$ cat config.mk
export PLATFORM = sky130hd
export DESIGN_NAME = ps2_host_tx
export DESIGN_NICKNAME = d
export VERILOG_FILES = /design/src/rtl/ps2_host_tx.sv
export SDC_FILE = /design/constraint.sdc
export NUM_CORES = 1
export LEC_CHECK = 0
export CELL_PAD_IN_SITES_DETAIL_PLACEMENT = 1
export CELL_PAD_IN_SITES_GLOBAL_PLACEMENT = 2
export CORE_MARGIN = 2
export CORE_UTILIZATION = 41
export DETAILED_ROUTE_END_ITERATION = 10
export GPL_TIMING_DRIVEN = 0
export PLACE_DENSITY = 0.81
export RECOVER_POWER = 100
export SYNTH_ARGS = -nofsm -noshare
export SYNTH_HDL_FRONTEND = slang
export SYNTH_SLANG_ARGS = --single-unit
export TNS_END_PERCENT = 30
$ cat constraint.sdc
create_clock -name CLK_50MHZ -period 5.7 [get_ports CLK_50MHZ]
set_input_delay 1.71 -clock CLK_50MHZ [delete_from_list [all_inputs] [get_ports CLK_50MHZ]]
set_output_delay 1.71 -clock CLK_50MHZ [all_outputs]
set_load 0.05 [all_outputs]
$ cat src/rtl/ps2_host_tx.sv
// PS/2 host-to-device transmitter: inhibit, request-to-send, 11-clock frame, ACK check, timeout.
// Accepts tx_start only in IDLE (no queueing); clk_oe rises the cycle after acceptance, data updates one cycle after each filtered device clock fall.

module ps2_line_filter #(
  parameter int FILTER_CYC = 8
) (
  input  logic clk,
  input  logic rst_n,
  input  logic raw_i,
  output logic level_o
);
  localparam int CW = $clog2(FILTER_CYC + 1);

  logic [1:0]    sync_q;
  logic          level_q, level_d;
  logic [CW-1:0] cnt_q, cnt_d;

  always_ff @(posedge clk or negedge rst_n) begin
    if (!rst_n) begin
      sync_q  <= '0;
      level_q <= 1'b1;
      cnt_q   <= '0;
    end else begin
      sync_q  <= {sync_q[0], raw_i};
      level_q <= level_d;
      cnt_q   <= cnt_d;
    end
  end

  // Counts consecutive samples that disagree with the accepted level.
  always_comb begin
    level_d = level_q;
    cnt_d   = '0;
    if (sync_q[1] != level_q) begin
      if (cnt_q == CW'(FILTER_CYC - 1)) begin
        level_d = sync_q[1];
      end else begin
        cnt_d = cnt_q + CW'(1);
      end
    end
  end

  assign level_o = level_q;
endmodule

module ps2_host_tx #(
  parameter int CLK_HZ      = 50_000_000,
  parameter int INHIBIT_CYC = CLK_HZ / 10_000,
  parameter int TIMEOUT_CYC = CLK_HZ / 1000 * 15,
  parameter int FILTER_CYC  = 8
) (
  input  logic       CLK_50MHZ,
  input  logic       RST_N,
  input  logic [7:0] tx_data,
  input  logic       tx_start,
  output logic       tx_busy,
  output logic       tx_done,
  output logic       tx_err,
  input  logic       ps2_clk_in,
  input  logic       ps2_dat_in,
  output logic       ps2_clk_oe,
  output logic       ps2_dat_oe
);
  localparam int INH_W = $clog2(INHIBIT_CYC + 1);
  localparam int TO_W  = $clog2(TIMEOUT_CYC + 1);

  typedef enum logic [2:0] {
    S_IDLE,
    S_INHIBIT,
    S_REQ,
    S_SHIFT,
    S_ACK,
    S_WAIT_REL
  } state_t;

  state_t           state_q, state_d;
  logic [9:0]       shreg_q, shreg_d;
  logic [3:0]       bitcnt_q, bitcnt_d;
  logic [INH_W-1:0] inh_q, inh_d;
  logic [TO_W-1:0]  to_q, to_d;
  logic             dat_q, dat_d;
  logic             nack_q, nack_d;
  logic             clk_prev_q;

  logic clk_lvl, dat_lvl, clk_fall, timed, timeout;

  ps2_line_filter #(.FILTER_CYC(FILTER_CYC)) u_clk_filt (
    .clk     (CLK_50MHZ),
    .rst_n   (RST_N),
    .raw_i   (ps2_clk_in),
    .level_o (clk_lvl)
  );

  ps2_line_filter #(.FILTER_CYC(FILTER_CYC)) u_dat_filt (
    .clk     (CLK_50MHZ),
    .rst_n   (RST_N),
    .raw_i   (ps2_dat_in),
    .level_o (dat_lvl)
  );

  assign clk_fall = clk_prev_q & ~clk_lvl;
  assign timed    = (state_q == S_REQ) || (state_q == S_SHIFT) ||
                    (state_q == S_ACK) || (state_q == S_WAIT_REL);
  // A device edge in the terminal cycle still counts as progress.
  assign timeout  = timed && !clk_fall && (to_q == TO_W'(TIMEOUT_CYC));
  assign tx_busy  = (state_q != S_IDLE);

  always_ff @(posedge CLK_50MHZ or negedge RST_N) begin
    if (!RST_N) begin
      state_q    <= S_IDLE;
      shreg_q    <= '0;
      bitcnt_q   <= '0;
      inh_q      <= '0;
      to_q       <= '0;
      dat_q      <= 1'b0;
      nack_q     <= 1'b0;
      clk_prev_q <= 1'b1;
    end else begin
      state_q    <= state_d;
      shreg_q    <= shreg_d;
      bitcnt_q   <= bitcnt_d;
      inh_q      <= inh_d;
      to_q       <= to_d;
      dat_q      <= dat_d;
      nack_q     <= nack_d;
      clk_prev_q <= clk_lvl;
    end
  end

  always_comb begin
    state_d    = state_q;
    shreg_d    = shreg_q;
    bitcnt_d   = bitcnt_q;
    inh_d      = inh_q;
    to_d       = '0;
    dat_d      = dat_q;
    nack_d     = nack_q;
    ps2_clk_oe = 1'b0;
    ps2_dat_oe = 1'b0;
    tx_done    = 1'b0;
    tx_err     = 1'b0;

    if (timed && !clk_fall) begin
      to_d = to_q + TO_W'(1);
    end

    case (state_q)
      S_IDLE: begin
        if (tx_start) begin
          shreg_d  = {1'b1, ~^tx_data, tx_data};
          bitcnt_d = '0;
          inh_d    = '0;
          dat_d    = 1'b0;
          nack_d   = 1'b0;
          state_d  = S_INHIBIT;
        end
      end
      S_INHIBIT: begin
        ps2_clk_oe = 1'b1;
        inh_d      = inh_q + INH_W'(1);
        if (inh_q == INH_W'(INHIBIT_CYC - 1)) begin
          ps2_dat_oe = 1'b1;
          state_d    = S_REQ;
        end
      end
      S_REQ, S_SHIFT: begin
        ps2_dat_oe = (state_q == S_REQ) ? 1'b1 : dat_q;
        if (clk_fall) begin
          dat_d    = ~shreg_q[0];
          shreg_d  = {1'b0, shreg_q[9:1]};
          bitcnt_d = bitcnt_q + 4'd1;
          state_d  = (bitcnt_q == 4'd9) ? S_ACK : S_SHIFT;
        end
      end
      S_ACK: begin
        ps2_dat_oe = dat_q;
        if (clk_fall) begin
          nack_d   = dat_lvl;
          bitcnt_d = bitcnt_q + 4'd1;
          state_d  = S_WAIT_REL;
        end
      end
      S_WAIT_REL: begin
        if (clk_lvl && dat_lvl) begin
          tx_done = 1'b1;
          tx_err  = nack_q;
          state_d = S_IDLE;
        end
      end
      default: state_d = S_IDLE;
    endcase

    if (timeout) begin
      ps2_clk_oe = 1'b0;
      ps2_dat_oe = 1'b0;
      dat_d      = 1'b0;
      tx_done    = 1'b1;
      tx_err     = 1'b1;
      state_d    = S_IDLE;
    end
  end
endmodule

==> run summary, run 1 <==
Status: finished, violations left
Failing checks: max-capacitance violations, max-slew violations
Crit Path Class: flop to output pin
NumNets Final: 380
Psw: 0.287 mW
Clk sinks: 67
Antenna-violating nets left: 0
Initial DRC count: 75
Hold WC Path Type: flop to flop
CTS tree: done
Final hold slack: 0.362 ns
EDFF count, synth: 0
Antenna diode count: 0
Hold buffers post-CTS: 0
TritonCTS Buffers: 9
Root buffer cell: clkbuf_8
Postcts setup bufs: 0
Die footprint: 8820 sq um
RSZ-0062 raised after global routing: no
Area of the multi-input gates: 1530 sq um
Hold-critical path depth: 0
Most Crowded Layer GR: met2
Slew margin rel.: -1.37
Ys flop type: dfrtp_1
CP max FO: 7
FMAX: 190 MHz
Area growth syn-to-layout: 16.1%
Part of the power in registers: 0.474
Synth cell count leaders: dfrtp_1 (64), nand2_1 (31), o21ai_0 (29)
Met2 usage: 0.327
Yosys warning count: 0
XOR/XNOR Fraction of Synth Area: 0.0634
Met3 Use GR: 0.0313
Post_cts resized: 0
Vias in the first global route: 2,777
Worst Max-Slew Pin Slew: 3.56 ns
WL/cell: 16.4 um
Clock power share: 0.441
Register area share after synthesis: 0.507
Post-synth top area cell: dfrtp_1
Yosys reg bits: 67
Post-Syn Area: 3320 sq um
Fillers: 898
Max Slew Vio Count: 68
Die Ht: 93.9 um
Peak supply drop: 0.0000998 V
I/O pin count: 18
Syn nets: 352
Total GRT Usage: 0.193
M1 GR Usage: 0.250
Comb pwr share: 0.085
First-pass GRT wire length: 13.4 mm
Routed wire length: 7.65 mm
Switching Share: 0.252
Tcrit/Tclk final: 0.925
Internal power: 0.850 mW
Register Area: 1680 sq um
Share of cells above drive strength 1: 0.0767
DRC: 0
GP Congestion: 0.740
Initial antenna violation count: 0
Cell variety after synth: 51
Mux contribution to synthesized area: 0.0340
Clock slew at reported path FFs: 0.08 ns
Clock skew: 0.00832 ns
PnR Total Power: 1.14 mW
Max_cap viols: 1
Top post-synthesis cells by area: dfrtp_1 (48%), o21ai_0 (4.4%), nand2_1 (3.5%)
H-tree levels: 3
Most frequent cell after synthesis: dfrtp_1
First-pass DRT Iterations: 5
Starting Density: 0.427
Rows: 32
Critical Path AT: 3.56 ns
Critical path, cell by cell: nand2b_1 > nand2_1 > nor4_1 > a31o_2 > dlygate4sd3_1
Syn avg cell area: 9.99 sq um
Async S/R FF share, synth: 1.00
Minimum clock period: 5.27 ns
Static Leak: 1.56 nW
Post-DP HPWL: 5.15 mm
Reg2reg path depth: 4
Via density: 5.60
Synth Area in Compound Gates: 0.132
Cell Pwr Density: 295 nW/um^2
Post-synthesis cell count: 332
Post-Synth Adder-Cell Area: 0.0264
Reg-to-reg endpoint: state_q[0]$_DFFE_PN0P_
Slowest cell delay on critical path: 1.07 ns
Final Setup Violations: 0
Clk buf depth: 2
Largest family of logic cells by synthesized area: simple AND/OR/NAND/NOR gates
RR Startpoint: u_clk_filt.level_o$_DFFE_PN1P_
Global route overflow: 0
Clock Latency Late Sink: 0.35 ns
Largest net degree at the start of global routing: 68
Hold wc startpoint: u_dat_filt.sync_q[0]$_DFF_PN0_
Number of port buffers: 17
Crit path max-delay cell type: nor4_1
Share of the synthesized area in the top cell type: 0.483
Setup_tns: 0 ns
FF-to-FF setup slack: 3.18 ns
Die Width: 93.9 um
CP Capture Type: output pin
Final core occ: 0.496
Simple-Gate Fraction of Synth Area: 0.209
CP required: 3.99 ns
Final hold viol count: 0
Hold endpoint: u_dat_filt.sync_q[1]$_DFF_PN0_
Core region area: 7770 sq um
DR vias: 2,616
Startpoint type of the worst setup path: flop
==> area by class of cell <==
type / instances / area share
Timing Repair Buffer: 17 / 0.0426
Clock buffer: 9 / 0.0322
Tap cell: 102 / 0.0331
Inverter: 7 / 0.00682
Clock inverter: 7 / 0.0322
Sequential cell: 67 / 0.436
Buffer: 13 / 0.0182
Multi-Input combinational cell: 245 / 0.398
==> flip-flops by register name (all words and copies together) (netlist names), 2 cells and up <==
| signal | cells |
|---|---|
| state_q | 3 |
| bitcnt_q | 4 |
| to_q | 20 |
| u_clk_filt.sync_q | 2 |
| shreg_q | 10 |
| u_dat_filt.sync_q | 2 |
| u_clk_filt.cnt_q | 4 |
| inh_q | 13 |
| u_dat_filt.cnt_q | 4 |
==> worst max-delay path by stage <==
stage / from / cells after the start / slack, ns / endpoint
after floorplan: inh_q[10]$_DFFE_PN0P_ / 4 / 1.70 / ps2_dat_oe
after global placement: RST_N / 1 / 0.55 / inh_q[6]$_DFFE_PN0P_
after detailed placement: u_clk_filt.level_o$_DFFE_PN1P_ / 5 / 0.87 / tx_err
after CTS: u_clk_filt.level_o$_DFFE_PN1P_ / 5 / 0.50 / tx_err
after global routing: u_clk_filt.level_o$_DFFE_PN1P_ / 5 / 0.15 / tx_err
final: u_clk_filt.level_o$_DFFE_PN1P_ / 5 / 0.43 / tx_err
==> per-stage QoR <==
stage	setup WS [ns]	area (sq um)	instances
final	0.430	3850	467
after global routing	0.150	3850	467
after CTS	0.499	3860	467
after detailed placement	0.873	3610	451
after global placement	0.548	3610	451
after floorplan	1.70	3320	332
==> cell families (layout without fill, tap and decap cells) <==
logic type | after synthesis | after routing
xor+xnor | 24 | 24
flops | 67 | 67
simple gates | 132 | 132
compound gates | 71 | 71
mux | 11 | 11
buf+inv | 20 | 53
fa+ha+maj | 7 | 7
==> routing by layer <==
metal  vias up  wire length (um)
met4         0               124
met3        12               143
met5         -                 0
li1       1254                 -
met1      1323              3650
met2        27              3740
==> cell usage in the layout (no fill, tap or decap), types with 3 or more instances in the layout <==
| cell type | n |
|---|---|
| or4_1 | 3 |
| bufinv_16 | 3 |
| ha_1 | 7 |
| xnor2_1 | 13 |
| a21oi_1 | 16 |
| clkdlybuf4s50_1 | 8 |
| or3_1 | 8 |
| nor2b_1 | 4 |
| clkbuf_1 | 8 |
| nor3_1 | 4 |
| clkbuf_8 | 9 |
| nand3_1 | 19 |
| inv_1 | 7 |
| o31ai_1 | 5 |
| and4_1 | 3 |
| o21ai_0 | 29 |
| nor4b_1 | 3 |
| mux2i_1 | 9 |
| and3_1 | 7 |
| nand4_1 | 9 |
| nand2_1 | 31 |
| nor2_1 | 27 |
| dlygate4sd3_1 | 8 |
| xor2_1 | 11 |
| dfrtp_1 | 64 |
| o211ai_1 | 6 |
==> critical path, delay by kind of cell, from the launching register on <==
family / cells / cell delay (ns)
flops: 1 / 0.63
simple gates: 3 / 1.49
buf+inv: 1 / 0.87
compound gates: 1 / 0.22
==> power groups by stage <==
stage,Clock (mW),Sequential [mW],Combinational (mW)
after floorplan,0,0.542,0.0630
after global placement,0,0.548,0.0956
after detailed placement,0,0.550,0.0997
after CTS,0.512,0.541,0.101
after global routing,0.530,0.544,0.112
final,0.502,0.539,0.0963
Power figures use the tool's default switching activity.
==> run 2, diff against run 1 <==
Settings changed: RECOVER_POWER 100 to 50.
==> run 2 against run 1 <==
  * The flow still finishes with violations (max-capacitance violations, max-slew violations)
  * Utilization up 0.064 points
  * Cell area up 0.13%
  * Via count down 0.54%
  * Worst setup slack better by 0.066 ns
  * Worst hold slack better by 0.00061 ns
  * Sequential share of layout area down 0.057 points
  * Register-to-register slack about the same
  * Total power about the same
  * Clock skew about the same
  * Sequential power about the same
  * Largest cell class unchanged
==> run summary, run 2 (synthesized netlist as in run 1, its figures left out) <==
Status: finished, violations left
Failing checks: max-capacitance violations, max-slew violations
Post-DP HPWL: 5.15 mm
Area growth syn-to-layout: 16.3%
Top Registers: to_q x20, inh_q x13, shreg_q x10
Root buffer cell: clkbuf_8
Final Setup Violations: 0
FMAX: 192 MHz
DR vias: 2,602
Core region area: 7770 sq um
Via density: 5.57
Routed wire length: 7.63 mm
Max_cap viols: 1
NumNets Final: 380
Die footprint: 8820 sq um
Hold buffers post-CTS: 0
I/O pin count: 18
Die Ht: 93.9 um
RSZ-0062 raised after global routing: no
DRC: 0
Starting Density: 0.427
Clock Latency Late Sink: 0.35 ns
Global route overflow: 0
Largest net degree at the start of global routing: 68
Post_cts resized: 0
CP Buf/Inv Count: 1
Crit Path Class: flop to output pin
Max Slew Vio Count: 68
TritonCTS Buffers: 9
Cell family with most CP delay: simple AND/OR/NAND/NOR gates
Register Area: 1680 sq um
Final hold viol count: 0
Most common cell after layout, fill and taps aside: dfrtp_1
Die Width: 93.9 um
Setup_tns: 0 ns
CP required: 3.99 ns
Antenna diode count: 0
Peak supply drop: 0.0000999 V
First-pass GRT wire length: 13.4 mm
Critical path, cell by cell: nand2b_1 > nand2_1 > nor4_1 > a31o_2 > clkdlybuf4s50_1
Crit path max-delay cell type: nor4_1
Slowest cell delay on critical path: 1.07 ns
Static Leak: 1.56 nW
Number of port buffers: 17
Minimum clock period: 5.20 ns
Largest register FFs: 20
Clk buf depth: 2
Share of cells above drive strength 1: 0.0795
Initial DRC count: 81
Tcrit/Tclk final: 0.913
Rows: 32
WL/cell: 16.3 um
CP max FO: 7
Cell Pwr Density: 295 nW/um^2
Antenna-violating nets left: 0
Final core occ: 0.496
Initial antenna violation count: 0
Hold WC Path Type: flop to flop
Most frequent cells in the layout: dfrtp_1 (64), nand2_1 (31), o21ai_0 (29), nor2_1 (27), nand3_1 (19)
GP Congestion: 0.740
Vias in the first global route: 2,777
Fillers: 897
CTS tree: done
Critical Path AT: 3.49 ns
Slew margin rel.: -1.37
Total GRT Usage: 0.193
Startpoint type of the worst setup path: flop
Worst Max-Slew Pin Slew: 3.56 ns
Clk sinks: 67
Area of the multi-input gates: 1540 sq um
First-pass DRT Iterations: 4
CP Capture Type: output pin
Postcts setup bufs: 0
Clock skew: 0.00819 ns
Largest Register: to_q
Clock slew at reported path FFs: 0.08 ns
H-tree levels: 3
[run 2: cell types whose count changed in the layout (fill, tap and decap cells not counted)]
cell             before  now
clkdlybuf4s50_1       8   14
dlygate4sd3_1         8    2
o211ai_1              6    5
o211ai_2              0    1
[run 2: through the flow]
| stage | std cells | total power, mW | setup slack (ns) | hold WS (ns) | cell area [sq um] |
|---|---|---|---|---|---|
| 2_1_floorplan | 332 | 0.605 | 1.70 | 0.331 | 3320 |
| 3_3_place_gp | 451 | 0.644 | 0.548 | 0.336 | 3610 |
| 3_5_place_dp | 451 | 0.650 | 0.873 | 0.337 | 3610 |
| 4_1_cts | 467 | 1.15 | 0.499 | 0.360 | 3860 |
| 5_1_grt | 467 | 1.19 | 0.217 | 0.375 | 3850 |
| 6_report | 467 | 1.14 | 0.496 | 0.362 | 3850 |
[run 2: final cells by class]
class                           instances  area share
Buffer                                 13      0.0182
Clock buffer                            9      0.0321
Clock inverter                          7      0.0321
Inverter                                7     0.00682
Multi-Input combinational cell        245       0.399
Sequential cell                        67       0.436
Tap cell                              102      0.0331
Timing Repair Buffer                   17      0.0425
[run 2: report_power, final]
group | switching (mW) | internal (mW)
clock | 0.207 | 0.294
combinational | 0.0516 | 0.0447
sequential | 0.0279 | 0.511
total | 0.287 | 0.850
[run 2: final timing paths]
kind / startpoint / end / slack (ns) / cells after the start
min in group asynchronous: RST_N / to_q[16]$_DFF_PN0_ / 2.57 / 1
max in group asynchronous: RST_N / inh_q[6]$_DFFE_PN0P_ / 1.14 / 1
worst max register to register: u_clk_filt.level_o$_DFFE_PN1P_ / state_q[0]$_DFFE_PN0P_ / 3.19 / 4
worst max-delay path: u_clk_filt.level_o$_DFFE_PN1P_ / tx_err / 0.50 / 5
worst min-delay path: u_dat_filt.sync_q[0]$_DFF_PN0_ / u_dat_filt.sync_q[1]$_DFF_PN0_ / 0.36 / 0
worst min register to register: u_dat_filt.sync_q[0]$_DFF_PN0_ / u_dat_filt.sync_q[1]$_DFF_PN0_ / 0.36 / 0
[run 2: worst register-to-register path: cells and delay by family, from the launching register on]
kind / cells / cell delay (ns)
compound gates: 1 / 0.23
flops: 1 / 0.63
simple gates: 3 / 1.49
[run 2: routing by layer]
layer / up-vias / track usage / routed length, um
li1: 1252 / - / -
met1: 1316 / 0.250 / 3640
met2: 24 / 0.327 / 3710
met3: 10 / 0.0313 / 152
met4: 0 / 0.0688 / 122
met5: - / 0 / 0
